`src/rtl/vga_text_render.sv`:
```
// vga_text_render: text-mode pixel stage behind the VGA timing generator.
// Looks up character cells and glyph rows and emits a 4-bit palette index.
// Counters, syncs and the active flag all reach the outputs 4 clocks later.
// Optional blinking underline cursor: define VGA_TEXT_CURSOR_EN.
module vga_text_render #(
    parameter int COLS        = 150,
    parameter int ROWS        = 56,
    parameter int CHAR_ADDR_W = 14,
    parameter int FONT_ADDR_W = 12
) (
    input  logic                   clk,
    input  logic                   rst,
    input  logic                   en,
    input  logic [10:0]            h_counter,
    input  logic [9:0]             v_counter,
    input  logic                   hsync_in,
    input  logic                   vsync_in,
    input  logic                   can_color_in,
    output logic [CHAR_ADDR_W-1:0] char_addr,
    input  logic [15:0]            char_data,
    output logic [FONT_ADDR_W-1:0] font_addr,
    input  logic [7:0]             font_data,
`ifdef VGA_TEXT_CURSOR_EN
    input  logic [7:0]             cursor_col,
    input  logic [5:0]             cursor_row,
    input  logic                   cursor_on,
`endif
    output logic                   hsync,
    output logic                   vsync,
    output logic                   can_color,
    output logic [3:0]             pix_color
);

    localparam logic [5:0] LP_ROWS = 6'(ROWS);

    logic [7:0]             w_col;
    logic [5:0]             w_row;
    logic [3:0]             w_glyph;
    logic [2:0]             w_hbit;
    logic                   w_row_ok;
    logic                   w_cursor_hit;
    logic                   w_pixel_bit;
    logic [CHAR_ADDR_W-1:0] w_char_addr;

    assign w_col    = h_counter[10:3];
    assign w_row    = v_counter[9:4];
    assign w_glyph  = v_counter[3:0];
    assign w_hbit   = h_counter[2:0];
    // Row 56 is the partial bottom row and is always blanked.
    assign w_row_ok = (w_row < LP_ROWS);
    // Off-screen positions may exceed the RAM size; truncation is harmless
    // because those pixels are blanked.
    assign w_char_addr = CHAR_ADDR_W'(32'(w_row) * 32'(COLS) + 32'(w_col));

`ifdef VGA_TEXT_CURSOR_EN
    logic [5:0] r_blink_cnt;
    logic       r_vs_prev;

    // Frame counter for cursor blink, advanced on each vsync rising edge.
    always_ff @(posedge clk) begin
        if (rst) begin
            r_blink_cnt <= '0;
            r_vs_prev   <= 1'b0;
        end else begin
            r_vs_prev <= vsync_in;
            if (en && vsync_in && !r_vs_prev)
                r_blink_cnt <= r_blink_cnt + 6'd1;
        end
    end

    // Cursor is an underline on glyph rows 14 and 15 of the matching cell.
    assign w_cursor_hit = cursor_on && !r_blink_cnt[5] &&
                          (w_col == cursor_col) && (w_row == cursor_row) &&
                          (w_glyph[3:1] == 3'b111);
`else
    logic w_unused;
    assign w_unused     = en;
    assign w_cursor_hit = 1'b0;
`endif

    // Stage 0 -> 1: register the character address and forward position info.
    logic [3:0] r_glyph_d1;
    logic [2:0] r_hbit_d1;
    logic       r_rowok_d1, r_cur_d1, r_hs_d1, r_vs_d1, r_cc_d1;
    logic [CHAR_ADDR_W-1:0] r_char_addr;
    always_ff @(posedge clk) begin
        if (rst) begin
            r_char_addr <= '0;
            r_glyph_d1  <= '0;
            r_hbit_d1   <= '0;
            r_rowok_d1  <= 1'b0;
            r_cur_d1    <= 1'b0;
            r_hs_d1     <= 1'b1;
            r_vs_d1     <= 1'b0;
            r_cc_d1     <= 1'b0;
        end else begin
            r_char_addr <= w_char_addr;
            r_glyph_d1  <= w_glyph;
            r_hbit_d1   <= w_hbit;
            r_rowok_d1  <= w_row_ok;
            r_cur_d1    <= w_cursor_hit;
            r_hs_d1     <= hsync_in;
            r_vs_d1     <= vsync_in;
            r_cc_d1     <= can_color_in;
        end
    end

    // Stage 1 -> 2: cell data valid; build font address, capture colours.
    logic [3:0] r_fg_d2, r_bg_d2;
    logic [2:0] r_hbit_d2;
    logic       r_rowok_d2, r_cur_d2, r_hs_d2, r_vs_d2, r_cc_d2;
    logic [FONT_ADDR_W-1:0] r_font_addr;
    always_ff @(posedge clk) begin
        if (rst) begin
            r_font_addr <= '0;
            r_fg_d2     <= '0;
            r_bg_d2     <= '0;
            r_hbit_d2   <= '0;
            r_rowok_d2  <= 1'b0;
            r_cur_d2    <= 1'b0;
            r_hs_d2     <= 1'b1;
            r_vs_d2     <= 1'b0;
            r_cc_d2     <= 1'b0;
        end else begin
            r_font_addr <= FONT_ADDR_W'({char_data[7:0], r_glyph_d1});
            r_fg_d2     <= char_data[11:8];
            r_bg_d2     <= char_data[15:12];
            r_hbit_d2   <= r_hbit_d1;
            r_rowok_d2  <= r_rowok_d1;
            r_cur_d2    <= r_cur_d1;
            r_hs_d2     <= r_hs_d1;
            r_vs_d2     <= r_vs_d1;
            r_cc_d2     <= r_cc_d1;
        end
    end

    assign w_pixel_bit = font_data[3'd7 - r_hbit_d2] | r_cur_d2;

    // Stage 2 -> 3: glyph row valid; select the pixel bit.
    logic [3:0] r_fg_d3, r_bg_d3;
    logic       r_pix_d3, r_rowok_d3, r_hs_d3, r_vs_d3, r_cc_d3;
    always_ff @(posedge clk) begin
        if (rst) begin
            r_pix_d3   <= 1'b0;
            r_fg_d3    <= '0;
            r_bg_d3    <= '0;
            r_rowok_d3 <= 1'b0;
            r_hs_d3    <= 1'b1;
            r_vs_d3    <= 1'b0;
            r_cc_d3    <= 1'b0;
        end else begin
            r_pix_d3   <= w_pixel_bit;
            r_fg_d3    <= r_fg_d2;
            r_bg_d3    <= r_bg_d2;
            r_rowok_d3 <= r_rowok_d2;
            r_hs_d3    <= r_hs_d2;
            r_vs_d3    <= r_vs_d2;
            r_cc_d3    <= r_cc_d2;
        end
    end

    // Stage 3: output register with blanking.
    logic [3:0] r_pix_color;
    logic       r_hsync, r_vsync, r_can_color;
    always_ff @(posedge clk) begin
        if (rst) begin
            r_pix_color <= '0;
            r_hsync     <= 1'b1;
            r_vsync     <= 1'b0;
            r_can_color <= 1'b0;
        end else begin
            r_pix_color <= (r_cc_d3 && r_rowok_d3) ? (r_pix_d3 ? r_fg_d3 : r_bg_d3) : 4'h0;
            r_hsync     <= r_hs_d3;
            r_vsync     <= r_vs_d3;
            r_can_color <= r_cc_d3;
        end
    end

    assign char_addr = r_char_addr;
    assign font_addr = r_font_addr;
    assign pix_color = r_pix_color;
    assign hsync     = r_hsync;
    assign vsync     = r_vsync;
    assign can_color = r_can_color;

endmodule

```
`config.mk`:
```
export PLATFORM = sky130hd
export DESIGN_NAME = vga_text_render
export DESIGN_NICKNAME = d
export VERILOG_FILES = /design/src/rtl/vga_text_render.sv
export SDC_FILE = /design/constraint.sdc
export NUM_CORES = 1
export LEC_CHECK = 0
export CAP_MARGIN = 20
export CORE_UTILIZATION = 52
export CTS_CLUSTER_SIZE = 30
export DETAILED_ROUTE_END_ITERATION = 8
export PLACE_DENSITY = 0.87
export RECOVER_POWER = 50
export SKIP_LAST_GASP = 1
export SYNTH_ARGS = -nofsm -noshare
export SYNTH_HDL_FRONTEND = slang
export SYNTH_SLANG_ARGS = --single-unit
```
`constraint.sdc`:
```
create_clock -name clk -period 5.8 [get_ports clk]
set_input_delay 1.16 -clock clk [delete_from_list [all_inputs] [get_ports clk]]
set_output_delay 1.16 -clock clk [all_outputs]
set_load 0.02 [all_outputs]
```
==> flow_summary.html, run 1 <==
<table>
<tr><th>Metric</th><th>Value</th></tr>
<tr><th colspan="2">Placed design</th></tr>
<tr><td>Port Buffer Count</td><td>82</td></tr>
<tr><td>HPWL after DPL</td><td>4477 µm</td></tr>
<tr><td>Area of placed instances</td><td>4005 µm²</td></tr>
<tr><td>Final weighted congestion of routability-driven global placement</td><td>0.8071</td></tr>
<tr><th colspan="2">Floorplanning</th></tr>
<tr><td>Die extent in y</td><td>79.48 µm</td></tr>
<tr><td>Die boundary width</td><td>79.48 µm</td></tr>
<tr><td>Starting Density</td><td>55.33%</td></tr>
<tr><td>Floorplan core area</td><td>5642 µm²</td></tr>
<tr><td>Area of the die</td><td>6317 µm²</td></tr>
<tr><td>I/O pin total</td><td>84</td></tr>
<tr><td>Floorplan row count</td><td>27</td></tr>
<tr><th colspan="2">Route</th></tr>
<tr><td>Vias post-DR</td><td>2223</td></tr>
<tr><td>Violation count after the first detailed-routing iteration</td><td>67</td></tr>
<tr><td>Sum of met3 wire segment lengths after detailed routing</td><td>308 µm</td></tr>
<tr><td>Routed via count divided by cell count</td><td>4.962</td></tr>
<tr><td>Total routed wire length on the met1 layer</td><td>2436 µm</td></tr>
<tr><td>Drt total wl</td><td>6160 µm</td></tr>
<tr><td>Highest metal layer with signal wires</td><td>met4</td></tr>
<tr><td>Iteration count of the initial detailed-routing pass</td><td>4</td></tr>
<tr><td>Post-route DRC</td><td>0</td></tr>
<tr><td>Metal2 WL</td><td>3318 µm</td></tr>
<tr><td>Number of routed nets with antenna violations</td><td>0</td></tr>
<tr><td>Detail-routed net length per standard cell</td><td>13.75 µm</td></tr>
<tr><th colspan="2">CTS</th></tr>
<tr><td>TritonCTS clock tree</td><td>done</td></tr>
<tr><td>Worst-skew pair later-pin latency</td><td>0.33 ns</td></tr>
<tr><td>CTS HTree Levels</td><td>3</td></tr>
<tr><td>CTS Buf Count</td><td>9</td></tr>
<tr><td>Post_cts resized</td><td>0</td></tr>
<tr><td>CTS max path bufs</td><td>2</td></tr>
<tr><td>CTS clock-pin slew for the worst setup and hold paths</td><td>0.07 ns</td></tr>
<tr><td>Hold Buf Count CTS</td><td>0</td></tr>
<tr><td>Number of sinks on the clock net</td><td>72</td></tr>
<tr><td>CTS Root Buffer Type</td><td>sky130_fd_sc_hd__clkbuf_8</td></tr>
<tr><td>Post-CTS Setup Inserts</td><td>0</td></tr>
<tr><th colspan="2">Critical path</th></tr>
<tr><td>Flop2flop setup slack</td><td>4.44 ns</td></tr>
<tr><td>Count of cells along the worst register-to-register path</td><td>3</td></tr>
<tr><td>Crit path capture type</td><td>flop</td></tr>
<tr><td>Required time reported for the critical path endpoint</td><td>5.92 ns</td></tr>
<tr><td>Worst Setup Start Kind</td><td>input pin</td></tr>
<tr><td>Endpoint of the most critical setup path</td><td>char_addr[8]</td></tr>
<tr><td>Reg-to-reg endpoint</td><td>r_pix_d3</td></tr>
<tr><td>Maximum fanout encountered on the critical timing path</td><td>5</td></tr>
<tr><td>Crit path from</td><td>v_counter[7]</td></tr>
<tr><td>FF-to-FF Start</td><td>r_hbit_d2[0]</td></tr>
<tr><td>Worst setup path category</td><td>in2reg</td></tr>
<tr><td>Worst Path Arrival</td><td>4.94 ns</td></tr>
<tr><th colspan="2">Logic synthesis</th></tr>
<tr><td>Proportion of register bits with asynchronous set or reset after synthesis</td><td>0%</td></tr>
<tr><td>Avg Inst Size Synth</td><td>10.95 µm²</td></tr>
<tr><td>Number of synthesized register bits</td><td>72</td></tr>
<tr><td>Synthesized cell area</td><td>3122 µm²</td></tr>
<tr><td>Count of synthesis-stage warnings from yosys</td><td>0</td></tr>
<tr><td>Sequential fraction of the synthesis area</td><td>46.17%</td></tr>
<tr><td>Mapped Cells</td><td>285</td></tr>
<tr><td>Synth Flop Type</td><td>sky130_fd_sc_hd__dfxtp_1</td></tr>
<tr><td>Synth cell types</td><td>45</td></tr>
<tr><td>Net count after synthesis</td><td>374</td></tr>
<tr><td>Count of flip-flops with a built-in enable after synthesis</td><td>0</td></tr>
<tr><th colspan="2">Timing</th></tr>
<tr><td>Post-layout minimum cycle time</td><td>4.823 ns</td></tr>
<tr><td>Skew final</td><td>0.001988 ns</td></tr>
<tr><td>Remaining max-slew budget at the tightest pin</td><td>-88.11%</td></tr>
<tr><td>Tightest Pin Transition</td><td>2.822 ns</td></tr>
<tr><td>Max Transition Viols Final</td><td>70</td></tr>
<tr><td>F_max</td><td>207.3 MHz</td></tr>
<tr><td>Number of hold violations in the final report</td><td>0</td></tr>
<tr><td>Final cycle utilization of the critical path</td><td>83.15%</td></tr>
<tr><td>RSZ-0062 raised after global routing</td><td>no</td></tr>
<tr><td>Final Setup Violations</td><td>0</td></tr>
<tr><td>Final setup TNS</td><td>0 ns</td></tr>
<tr><th colspan="2">Min path</th></tr>
<tr><td>Type of the tightest min-delay check</td><td>reg2reg</td></tr>
<tr><th colspan="2">Pwr</th></tr>
<tr><td>Internal power contribution</td><td>1.031 mW</td></tr>
<tr><td>Total power per unit cell area</td><td>345.8 nW/µm²</td></tr>
<tr><td>Part of the power in combinational logic</td><td>32.5%</td></tr>
<tr><td>Share of total power in sequential cells</td><td>37.5%</td></tr>
<tr><td>Leakage</td><td>1.796 nW</td></tr>
<tr><td>Worst ir drop on vdd</td><td>0.2160 mV</td></tr>
<tr><td>Share of total power consumed by net switching</td><td>29.54%</td></tr>
<tr><td>Power dissipated by switching net loads</td><td>432.3 µW</td></tr>
<tr><td>Relative contribution of the clock network to total power</td><td>30.0%</td></tr>
<tr><th colspan="2">Global route</th></tr>
<tr><td>Global Route Usage Sum</td><td>21.06%</td></tr>
<tr><td>Antenna violations before repair</td><td>0</td></tr>
<tr><td>Maximum number of pins on one net before global-route repair</td><td>70</td></tr>
<tr><td>First-pass GRT wire length</td><td>10100 µm</td></tr>
<tr><td>Residual overflow from global routing</td><td>0</td></tr>
<tr><td>Number of global-route vias before repair</td><td>2261</td></tr>
<tr><th colspan="2">Outcome</th></tr>
<tr><td>Failing checks</td><td>max-capacitance violations, max-slew violations</td></tr>
<tr><td>Result of the run</td><td>finished, violations left</td></tr>
<tr><th colspan="2">Final layout</th></tr>
<tr><td>Final #Nets</td><td>460</td></tr>
<tr><td>Synth-to-layout area growth</td><td>35.55%</td></tr>
<tr><td>Diode insertion count for antenna repair</td><td>0</td></tr>
<tr><td>Layout cells sized above 1</td><td>8.245%</td></tr>
<tr><td>Area of all placed cells without fillers</td><td>4232 µm²</td></tr>
<tr><th colspan="2">Job</th></tr>
<tr><td>Max Cap Viol</td><td>1</td></tr>
</table>
-- sequential cells by signal, indices dropped and copies added, names as in the netlist, 3 cells and up --
name	count
r_glyph_d1	4
font_addr	12
pix_color	4
r_hbit_d2	3
r_fg_d2	4
r_hbit_d1	3
char_addr	14
r_bg_d3	4
r_fg_d3	4
r_bg_d2	4
-- worst min-delay path by stage --
| stage | from | to | slack, ns | cells after the start |
|---|---|---|---|---|
| finish | r_hs_d3 | hsync | 0.42 | 1 |
| global route | r_hs_d3 | hsync | 0.43 | 1 |
| CTS | r_hs_d3 | hsync | 0.42 | 1 |
| detailed placement | r_hs_d3 | hsync | 0.40 | 1 |
| global placement | r_hs_d2 | r_hs_d3 | 0.40 | 1 |
| floorplan | r_hs_d3 | hsync | 0.39 | 1 |
-- cells by family (layout without fill, tap and decap cells) --
kind of cell               Yosys count  in the layout  synth area share (%)
AOI/OAI and AO/OA                   40             40                 9.860
buffers and inverters               21            112                 2.525
and+or+nand+nor                     94             94                 17.47
xor gates and xnor gates            13             13                 4.249
adders and majority gates           38             38                 16.67
muxes                                7              7                 3.046
DFF                                 72             72                 46.17
-- cell type report --
cell class	instances	area [µm²]
Clock buffer	11	151.4
Timing Repair Buffer	83	819.5
Clock inverter	5	78.83
Multi-Input combinational cell	192	1602
Fill cell	377	1410
Sequential cell	72	1441
Tap cell	72	90.09
Inverter	13	48.80
-- synth_stat cells (all sizes together), types with 4 or more instances --
cell type	n	area [µm²]
a21o	7	53.80
nor2	19	78.82
fa	6	120.1
o21ai	5	25.02
ha	32	400.4
dfxtp	72	1441
nor2b	53	339.1
xnor2	7	80.08
nand2	4	15.01
inv	13	48.80
clkbuf	8	30.03
or2	5	31.28
mux2i	5	50.05
xor2	6	52.55
nand3	4	20.02
a21oi	9	48.80
-- cell usage in the layout (no fill, tap or decap), drive strengths merged, types with 2 or more instances in the layout --
cell type / n
clkdlybuf4s50: 81
dfxtp: 72
nor2b: 53
ha: 32
nor2: 19
inv: 13
clkbuf: 12
a21oi: 9
a21o: 7
xnor2: 7
xor2: 6
fa: 6
mux2i: 5
or2: 5
o21ai: 5
nand2: 4
nand3: 4
a211oi: 3
o21bai: 3
nor3: 3
clkinv: 3
a311oi: 2
mux4: 2
bufinv: 2
-- layer usage --
metal / up-vias / global-route usage (%)
li1: 1135 / -
met1: 1033 / 21.97
met2: 46 / 39.83
met3: 9 / 4.571
met4: 0 / 9.273
met5: - / 0
-- through the flow --
step	power (mW)	hold slack [ns]	setup WS (ns)	util [%]	cells
floorplan	0.8792	0.3895	1.499	-	285
global placement	1.014	0.3965	0.7715	70.99	432
detailed placement	1.028	0.4028	0.7040	70.99	432
CTS	1.475	0.4242	1.063	75.07	448
global route	1.549	0.4306	0.7343	75.01	448
finish	1.463	0.4221	0.9772	75.01	448
-- worst max-delay path: stages --
cell and delay [ns]:
sky130_fd_sc_hd__clkdlybuf4s50_1 0.51, sky130_fd_sc_hd__ha_1 0.34, sky130_fd_sc_hd__ha_1 0.30, sky130_fd_sc_hd__fa_1 0.54
sky130_fd_sc_hd__ha_1 0.34, sky130_fd_sc_hd__a21o_1 0.19, sky130_fd_sc_hd__a21oi_1 0.17, sky130_fd_sc_hd__xnor2_1 0.17
sky130_fd_sc_hd__ha_1 0.31, sky130_fd_sc_hd__a21o_1 0.21, sky130_fd_sc_hd__a311oi_1 0.46, sky130_fd_sc_hd__xor2_1 0.19
sky130_fd_sc_hd__nor2_1 0.05
-- power groups by stage --
stage / clock network, mW / registers (mW) / logic [mW]
finish: 0.439 / 0.549 / 0.475
global route: 0.471 / 0.553 / 0.525
CTS: 0.450 / 0.549 / 0.476
detailed placement: 0 / 0.560 / 0.468
global placement: 0 / 0.558 / 0.456
floorplan: 0 / 0.596 / 0.283
No activity file was read; power rests on OpenSTA's default activity.
==> inputs of run 2 (changes only) <==
--- a/config.mk
+++ b/config.mk
@@ -6,10 +6,10 @@
 export NUM_CORES = 1
 export LEC_CHECK = 0
 export CAP_MARGIN = 20
-export CORE_UTILIZATION = 52
+export CORE_UTILIZATION = 48
 export CTS_CLUSTER_SIZE = 30
 export DETAILED_ROUTE_END_ITERATION = 8
-export PLACE_DENSITY = 0.87
+export PLACE_DENSITY = 0.81
 export RECOVER_POWER = 50
 export SKIP_LAST_GASP = 1
 export SYNTH_ARGS = -nofsm -noshare
==> constraint.sdc (replaced) <==
create_clock -name clk -period 4.6 [get_ports clk]
set_input_delay 0.92 -clock clk [delete_from_list [all_inputs] [get_ports clk]]
set_output_delay 0.92 -clock clk [all_outputs]
set_load 0.02 [all_outputs]
==> run 2 against run 1 <==
The flow still finishes with violations (max-capacitance violations, max-slew violations). Power rose by 32%. Clock skew up 0.0054 ns. Clock power up 34%. Non-clock buffer count increased by 15. Combinational power is 36% higher. Critical path type unchanged. Critical endpoint is now char_addr[11].
==> flow_summary.html, run 2 (synthesized netlist as in run 1, its figures left out) <==
<table>
<tr><th>Metric</th><th>Value</th></tr>
<tr><th colspan="2">Route</th></tr>
<tr><td>Violation count after the first detailed-routing iteration</td><td>74 (+10%)</td></tr>
<tr><td>Routed via count divided by cell count</td><td>4.797 (-3.3%)</td></tr>
<tr><td>Detail-routed net length per standard cell</td><td>12.59 µm (-8.4%)</td></tr>
<tr><td>Drt total wl</td><td>5892 µm (-4.4%)</td></tr>
<tr><td>Post-route DRC</td><td>0 (unchanged)</td></tr>
<tr><td>Number of routed nets with antenna violations</td><td>0 (unchanged)</td></tr>
<tr><td>Iteration count of the initial detailed-routing pass</td><td>4 (unchanged)</td></tr>
<tr><td>Vias post-DR</td><td>2245 (+0.99%)</td></tr>
<tr><th colspan="2">Timing</th></tr>
<tr><td>Final cycle utilization of the critical path</td><td>94.75%</td></tr>
<tr><td>F_max</td><td>229.4 MHz</td></tr>
<tr><td>Max Transition Viols Final</td><td>46 (-34%)</td></tr>
<tr><td>RSZ-0062 raised after global routing</td><td>no</td></tr>
<tr><td>Post-layout minimum cycle time</td><td>4.359 ns</td></tr>
<tr><td>Tightest Pin Transition</td><td>1.880 ns (-0.9413 ns)</td></tr>
<tr><td>Remaining max-slew budget at the tightest pin</td><td>-25.36% (+63 points)</td></tr>
<tr><td>Number of hold violations in the final report</td><td>0 (unchanged)</td></tr>
<tr><td>Final Setup Violations</td><td>0 (unchanged)</td></tr>
<tr><td>Skew final</td><td>0.007377 ns (+0.005389 ns)</td></tr>
<tr><th colspan="2">CTS</th></tr>
<tr><td>CTS HTree Levels</td><td>3 (unchanged)</td></tr>
<tr><td>CTS Buf Count</td><td>9 (unchanged)</td></tr>
<tr><td>Post-CTS Setup Inserts</td><td>0 (unchanged)</td></tr>
<tr><td>Hold Buf Count CTS</td><td>0 (unchanged)</td></tr>
<tr><td>CTS Root Buffer Type</td><td>sky130_fd_sc_hd__clkbuf_8</td></tr>
<tr><td>Post_cts resized</td><td>0 (unchanged)</td></tr>
<tr><td>CTS max path bufs</td><td>2 (unchanged)</td></tr>
<tr><td>TritonCTS clock tree</td><td>done</td></tr>
<tr><td>CTS clock-pin slew for the worst setup and hold paths</td><td>0.07 ns (about the same)</td></tr>
<tr><td>Number of sinks on the clock net</td><td>72 (unchanged)</td></tr>
<tr><td>Worst-skew pair later-pin latency</td><td>0.32 ns (about the same)</td></tr>
<tr><th colspan="2">Critical path</th></tr>
<tr><td>Flop2flop setup slack</td><td>3.29 ns (-1.15 ns)</td></tr>
<tr><td>Required time reported for the critical path endpoint</td><td>4.76 ns (-1.16 ns)</td></tr>
<tr><td>Worst Setup Start Kind</td><td>input pin</td></tr>
<tr><td>Crit path capture type</td><td>flop</td></tr>
<tr><td>Worst Path Arrival</td><td>4.52 ns (-0.42 ns)</td></tr>
<tr><td>Maximum fanout encountered on the critical timing path</td><td>4 (-1)</td></tr>
<tr><td>Worst setup path category</td><td>in2reg</td></tr>
<tr><th colspan="2">Final layout</th></tr>
<tr><td>Final #Nets</td><td>475 (+3.3%)</td></tr>
<tr><td>Synth-to-layout area growth</td><td>39.80%</td></tr>
<tr><td>Utilization after layout</td><td>69.12% (-5.9 points)</td></tr>
<tr><td>Max FFs per register</td><td>14 (unchanged)</td></tr>
<tr><td>Layout cells sized above 1</td><td>11.25% (+3.0 points)</td></tr>
<tr><td>Number of standard cells in the final layout excluding fillers</td><td>468 (+4.5%)</td></tr>
<tr><td>Diode insertion count for antenna repair</td><td>0 (unchanged)</td></tr>
<tr><td>Most frequent standard cell in the layout excluding fill and tap cells</td><td>sky130_fd_sc_hd__clkdlybuf4s50_1</td></tr>
<tr><td>Commonest cells after routing, fill and taps aside</td><td>sky130_fd_sc_hd__clkdlybuf4s50_1 (81), sky130_fd_sc_hd__dfxtp_1 (72), sky130_fd_sc_hd__nor2b_1 (52), sky130_fd_sc_hd__ha_1 (32), sky130_fd_sc_hd__nor2_1 (18)</td></tr>
<tr><th colspan="2">Floorplanning</th></tr>
<tr><td>Starting Density</td><td>49.45% (-5.9 points)</td></tr>
<tr><td>Floorplan row count</td><td>29 (+7.4%)</td></tr>
<tr><td>Floorplan core area</td><td>6314 µm² (+12%)</td></tr>
<tr><td>Die extent in y</td><td>82.65 µm (+4.0%)</td></tr>
<tr><td>Die boundary width</td><td>82.65 µm (+4.0%)</td></tr>
<tr><td>Area of the die</td><td>6830 µm² (+8.1%)</td></tr>
<tr><td>I/O pin total</td><td>84 (unchanged)</td></tr>
<tr><th colspan="2">Pwr</th></tr>
<tr><td>Share of total power consumed by net switching</td><td>28.16% (-1.4 points)</td></tr>
<tr><td>Part of the power in combinational logic</td><td>33.5% (+1.0 points)</td></tr>
<tr><td>Relative contribution of the clock network to total power</td><td>30.6% (+0.6 points)</td></tr>
<tr><td>Power dissipated by switching net loads</td><td>542.9 µW (+26%)</td></tr>
<tr><td>Worst ir drop on vdd</td><td>0.2972 mV (+38%)</td></tr>
<tr><td>Share of total power in sequential cells</td><td>35.9% (-1.6 points)</td></tr>
<tr><td>Leakage</td><td>1.870 nW (+4.1%)</td></tr>
<tr><td>Total power per unit cell area</td><td>441.8 nW/µm² (+28%)</td></tr>
<tr><td>Final Power</td><td>1.928 mW (+32%)</td></tr>
<tr><td>Internal power contribution</td><td>1.385 mW (+34%)</td></tr>
<tr><th colspan="2">Outcome</th></tr>
<tr><td>Result of the run</td><td>finished, violations left</td></tr>
<tr><td>Failing checks</td><td>max-capacitance violations, max-slew violations</td></tr>
<tr><th colspan="2">Placed design</th></tr>
<tr><td>Final weighted congestion of routability-driven global placement</td><td>0.7778 (-3.6%)</td></tr>
<tr><td>Port Buffer Count</td><td>82 (unchanged)</td></tr>
<tr><td>HPWL after DPL</td><td>4475 µm (about the same)</td></tr>
<tr><td>DP Cell Count</td><td>452 (+4.6%)</td></tr>
<tr><th colspan="2">Job</th></tr>
<tr><td>Max Cap Viol</td><td>1 (unchanged)</td></tr>
<tr><th colspan="2">Global route</th></tr>
<tr><td>Antenna violations before repair</td><td>0 (unchanged)</td></tr>
<tr><td>First-pass GRT wire length</td><td>9239 µm (-8.5%)</td></tr>
<tr><td>Residual overflow from global routing</td><td>0 (unchanged)</td></tr>
<tr><td>Number of global-route vias before repair</td><td>2139 (-5.4%)</td></tr>
<tr><td>Global Route Usage Sum</td><td>18.47% (-2.6 points)</td></tr>
<tr><td>Maximum number of pins on one net before global-route repair</td><td>46 (-34%)</td></tr>
<tr><th colspan="2">Min path</th></tr>
<tr><td>Type of the tightest min-delay check</td><td>reg2reg</td></tr>
</table>
-- run 2: changes by cell type in the layout (fill, tap and decap cells not counted), sizes merged --
cell,before,now
clkinv,3,2
buf,1,15
clkbuf,12,13
bufinv,2,3
-- run 2: path summary, 6_finish.rpt --
kind                              startpoint            end  depth (start not counted)
worst max-delay path            v_counter[7]  char_addr[11]                         14
worst min-delay path                 r_hs_d2        r_hs_d3                          1
worst max register to register  r_hbit_d2[0]       r_pix_d3                          3
worst min register to register       r_hs_d2        r_hs_d3                          1
-- run 2: through the flow --
step / hold slack (ns) / TNS (ns) / cell area (µm²) / worst slack, ns
after floorplan: 0.3895 / 0 / 3122 / 0.5385
after global placement: 0.3933 / -0.01548 / 4124 / -0.01548
after detailed placement: 0.3947 / -0.1765 / 4124 / -0.08154
after CTS: 0.4139 / 0 / 4369 / 0.2739
after global routing: 0.4350 / 0 / 4364 / 0.02291
final: 0.4123 / 0 / 4364 / 0.2413
-- run 2: final cells by class --
type | count | area [µm²]
Clock buffer | 11 | 141.4
Clock inverter | 5 | 103.9
Fill cell | 483 | 1949
Inverter | 13 | 48.80
Multi-Input combinational cell | 192 | 1602
Sequential cell | 72 | 1441
Tap cell | 77 | 96.34
Timing Repair Buffer | 98 | 930.9
-- run 2: per-layer routing --
metal,routed length [µm],track usage (%),up-vias
met5,0,0,-
met4,63,6.897,0
met3,261,5.385,4
met2,3139,34.59,55
met1,2427,19.25,1019
li1,-,-,1167
-- run 2: critical path: stages --
cell and delay [ns]:
sky130_fd_sc_hd__clkdlybuf4s50_1 0.43, sky130_fd_sc_hd__ha_1 0.31, sky130_fd_sc_hd__ha_1 0.30, sky130_fd_sc_hd__fa_1 0.51, sky130_fd_sc_hd__ha_1 0.33, sky130_fd_sc_hd__a21o_1 0.18, sky130_fd_sc_hd__a21oi_1 0.17, sky130_fd_sc_hd__xnor2_1 0.18
sky130_fd_sc_hd__ha_1 0.29, sky130_fd_sc_hd__a21o_1 0.20, sky130_fd_sc_hd__a31o_2 0.23, sky130_fd_sc_hd__and4_1 0.22, sky130_fd_sc_hd__xnor2_1 0.13, sky130_fd_sc_hd__nor2b_4 0.12
-- run 2: power groups by stage --
stage / sequential (mW) / clock [mW] / combinational (mW)
after floorplan: 0.752 / 0 / 0.357
after global placement: 0.704 / 0 / 0.633
after detailed placement: 0.706 / 0 / 0.646
after CTS: 0.693 / 0.605 / 0.651
after global routing: 0.697 / 0.633 / 0.716
final: 0.693 / 0.589 / 0.646
==> RTL edit 1 (settings of run 1) <==
Add a define of `VGA_TEXT_CURSOR_EN`.
--- a/src/rtl/vga_text_render.sv
+++ b/src/rtl/vga_text_render.sv
@@ -4,2 +4,4 @@
 // Optional blinking underline cursor: define VGA_TEXT_CURSOR_EN.
+`define VGA_TEXT_CURSOR_EN
+
 module vga_text_render #(
Ports: changed (added cursor_col, cursor_on and cursor_row); port bits go from 84 to 99. No check against the original RTL was run, so the function may have changed too.
==> RTL edit 1 against run 1 <==
  * The run still ends with max-capacitance violations, max-slew violations left
  * Fmax is 0.16% lower
  * Cell area is 14% higher
  * Setup slack worse by 0.0079 ns
  * Sequential cell count is 8 higher
  * Routed wire length is 20% higher
  * Core utilization is 0.59 points lower
  * Synthesized cell count is 20% higher
  * Via count is 20% higher
  * Power is 6.1% higher
  * Non-clock buffer count is 16 higher
  * Clock skew is 0.0051 ns higher
  * Area after synthesis is 15% higher
  * Critical endpoint is now char_addr[12]$_SDFF_PP0_
  * Largest power group unchanged
==> RTL edit 1: results (changes against run 1) <==
INFO  metric grtUsageMet2 = 36.8% (-3.0 points)
INFO  metric relSlewSlack = -97.0% (-8.9 points)
INFO  metric grt_util_met3 = 4.96% (+0.39 points)
INFO  metric ys_types = 41 (-8.9%)
INFO  metric ff2ff_setup_slack = 4.28 ns (-0.16 ns)
INFO  metric layout.clock.cell_area_share = 4.50% (-0.94 points)
INFO  metric worst_path_max_delay_cell = clkdlybuf4s50_1
INFO  metric delay_of_the_slowest_cell_on_the_worst_path = 0.61 ns (+0.07 ns)
INFO  metric syn_avg_cell_area = 10.4 sq um (-4.6%)
INFO  metric run_status = finished, violations left
INFO  metric buffers_excl_clock = 99 (+19%)
INFO  metric max_cap_viol_count = 1 (unchanged)
INFO  metric final.clkbuf_count = 9 (-2)
INFO  metric route.detailed.vias_per_inst = 5.09 (+2.5%)
INFO  metric met2_wirelength = 3630 um (+9.4%)
INFO  metric slew_violations = 78 (+11%)
INFO  metric ff2ff_path_depth = 4 (+1)
INFO  metric postPlaceCellArea = 4620 sq um (+15%)
INFO  metric violations = max-capacitance violations, max-slew violations
INFO  metric proportion_of_layout_cells_with_a_drive_suffix_above_1 = 7.81% (-0.43 points)
INFO  metric detailed_place_hpwl = 5570 um (+24%)
INFO  metric fin_worst_skew = 0.00712 ns (+0.00514 ns)
INFO  metric nFillCells = 446 (+18%)
INFO  metric multi_input_area = 1880 sq um (+17%)
INFO  metric critical_path_peak_fanout = 6 (+1)
INFO  metric non_clock_inverter_count = 16 (+3)
-- RTL edit 1: cell types whose count changed in the layout (fill, tap and decap cells not counted), sizes merged, moves of 4 or more --
cell,change
nand2,+5
clkdlybuf4s50,+16
o211ai,+4
nor2,+10
nand4,+6
a21oi,+4
xnor2,+18
dfxtp,+8
inv,+4
-- RTL edit 1: kinds of logic after synthesis --
family / synth area share [%]
buf+inv: 2.90
flops: 44.7
mux: 3.07
simple gates: 18.9
fa+ha+maj: 14.9
xor+xnor: 8.03
compound gates: 7.54
-- RTL edit 1: through the flow --
step	utilization (%)	cells	worst slack [ns]	hold WS (ns)
after floorplan	-	343	1.41	0.389
after global placement	71.1	510	0.694	0.397
after detailed placement	71.1	510	0.626	0.393
after CTS	74.5	525	0.987	0.414
after global routing	74.4	525	0.680	0.430
final	74.4	525	0.969	0.413
-- RTL edit 1: where the power goes --
group	switching, mW	leakage, nW	internal (mW)
sequential	0.0161	0.660	0.593
combinational	0.262	1.21	0.243
clock	0.194	0.106	0.243
==> RTL edit 2 (flow settings as in run 1) <==
Made on the original files. Take the reset off `r_char_addr` and load it in a clocked block of its own.
--- a/src/rtl/vga_text_render.sv
+++ b/src/rtl/vga_text_render.sv
@@ -87,3 +87,2 @@
         if (rst) begin
-            r_char_addr <= '0;
             r_glyph_d1  <= '0;
@@ -96,3 +95,2 @@
         end else begin
-            r_char_addr <= w_char_addr;
             r_glyph_d1  <= w_glyph;
@@ -105,2 +103,6 @@
         end
+    end
+
+    always_ff @(posedge clk) begin
+        r_char_addr <= w_char_addr;
     end
Behaviour: not the same (a bounded check fails within 4 cycles, from zero or initial values and one cycle with rst high).
==> RTL edit 2 against run 1 <==
  * The run still ends with max-capacitance violations, max-slew violations left
  * Sequential cell count did not move
  * Power increased by 1.6%
  * Global-route usage increased by 0.28 points
  * Sequential power is 3% higher
  * Combinational power grew 2%
  * Setup slack improved by 0.028 ns
  * Clock power down 0.9%
  * Area after synthesis shrank 2.5%
  * Cell area shrank 2.2%
  * First-iteration DRC count shrank 18%
  * Fmax increased by 0.58%
  * Die area shrank 2.5%
  * Routed wire length fell by 4.4%
  * Highest routed layer unchanged
==> RTL edit 2: results (changes against run 1) <==
INFO  metric antenna_found_initial = 0 (unchanged)
INFO  metric route.detailed.vias_per_inst = 4.99 (+0.58%)
INFO  metric via_count = 2216 (-0.31%)
INFO  metric insertion_delay = 0.35 ns (+0.02 ns)
INFO  metric max_cap_viol_count = 1 (unchanged)
INFO  metric global_route.usage.total = 21.3% (+0.28 points)
INFO  metric yosys.area_share.adder = 17.1% (+0.43 points)
INFO  metric grt_util_met3 = 7.33% (+2.8 points)
INFO  metric synth-compound-area-share = 8.39% (-1.5 points)
INFO  metric pwr-share-comb = 32.7% (+0.2 points)
INFO  metric muxShareOfSynthArea = 3.13% (+0.079 points)
INFO  metric critical_path_required = 6.01 ns (+0.09 ns)
INFO  metric synth_fp_nets = 370 (-1.1%)
INFO  metric synth.area.top_cells = dfxtp_1 47%, ha_1 13%, nor2b_1 10%
INFO  metric drt_iter0_drc = 55 (-18%)
INFO  metric met2_wirelength = 3150 um (-5.0%)
INFO  metric p_per_area = 359 nW/um^2 (+3.8%)
INFO  metric nNetsFinal = 456 (-0.87%)
INFO  metric postPlaceCellArea = 3920 sq um (-2.1%)
INFO  metric cts_max_path_buffers = 2 (unchanged)
INFO  metric run_status = finished, violations left
INFO  metric fin_worst_skew = 0.00859 ns (+0.00660 ns)
INFO  metric violations = max-capacitance violations, max-slew violations
INFO  metric synth.top_cells.by_count = 72 x dfxtp_1, 49 x nor2b_1, 32 x ha_1, 14 x inv_1, 12 x nor2_1
INFO  metric wl_per_cell = 13.3 um (-3.6%)
INFO  metric syn_avg_cell_area = 10.8 sq um (-1.1%)
INFO  metric proportion_of_layout_cells_with_a_drive_suffix_above_1 = 6.45% (-1.8 points)
INFO  metric dr_wl_met3 = 264 um (-14%)
INFO  metric nFillCells = 397 (+5.3%)
INFO  metric gp_congestion = 0.847 (+4.9%)
INFO  metric power.ir.vdd_worst = 0.286 mV (+32%)
INFO  metric dp_slack = 0.673 ns (-0.0308 ns)
INFO  metric share_of_the_synthesized_netlist_area_taken_by_xor_and_xnor_gates = 4.03% (-0.22 points)
INFO  metric worst_margin_slew = 2.07 ns (-0.757 ns)
INFO  metric grtUsageMet1 = 22.5% (+0.58 points)
INFO  metric power_frac_clock = 29.3% (-0.7 points)
INFO  metric grtUsageMet2 = 38.8% (-1.1 points)
INFO  metric fraction_of_the_yosys_area_taken_by_sequential_cells = 47.4% (+1.2 points)
INFO  metric static-leakage-power = 1.72 nW (-4.2%)
INFO  metric count_of_placed_standard_cells_including_taps = 428 (-0.93%)
INFO  metric grt_start_max_net_pins = 55 (-21%)
INFO  metric p_switching = 0.454 mW (+5.0%)
INFO  metric slew_violations = 55 (-21%)
INFO  metric detailed_place_hpwl = 4300 um (-4.0%)
-- RTL edit 2: cell count changes after synthesis, moves of 4 or more --
cell	run 1	this run
nor2_1	18	12
o21ai_0	3	9
nand2_1	4	9
xnor2_1	6	11
a21o_1	6	2
-- RTL edit 2: layout make-up --
class | instances | area, sq um | share of cell area (%)
Timing Repair Buffer | 82 | 815 | 19.7
Multi-Input combinational cell | 188 | 1520 | 36.8
Sequential cell | 72 | 1440 | 34.8
Tap cell | 72 | 90.1 | 2.18
Inverter | 14 | 52.6 | 1.27
Clock inverter | 6 | 91.3 | 2.21
Clock buffer | 10 | 128 | 3.08
-- RTL edit 2: final timing paths --
check | startpoint | end | slack [ns] | depth (start not counted)
min reg2reg | r_hs_d1$_SDFF_PP1_ | r_hs_d2$_SDFF_PP1_ | 0.41 | 1
max reg2reg | r_hbit_d2[0]$_SDFF_PP0_ | r_pix_d3$_SDFF_PP0_ | 4.51 | 3
min | r_hs_d1$_SDFF_PP1_ | r_hs_d2$_SDFF_PP1_ | 0.41 | 1
max | v_counter[7] | char_addr[11]$_DFF_P_ | 1.00 | 15
-- RTL edit 2: cell families (layout without fill, tap and decap cells) --
| kind of cell | Yosys count | count (layout) |
|---|---|---|
| muxes | 7 | 7 |
| and+or+nand+nor | 92 | 92 |
| DFF | 72 | 72 |
| xor gates and xnor gates | 14 | 14 |
| adders and majority gates | 38 | 38 |
| AOI/OAI and AO/OA | 37 | 37 |
| buffers and inverters | 21 | 112 |
-- RTL edit 2: worst reg2reg max path: stages, from the launching register on --
cell,delay (ns)
dfxtp_1,0.38
mux4_2,0.52
mux2i_1,0.16
nor2_1,0.05
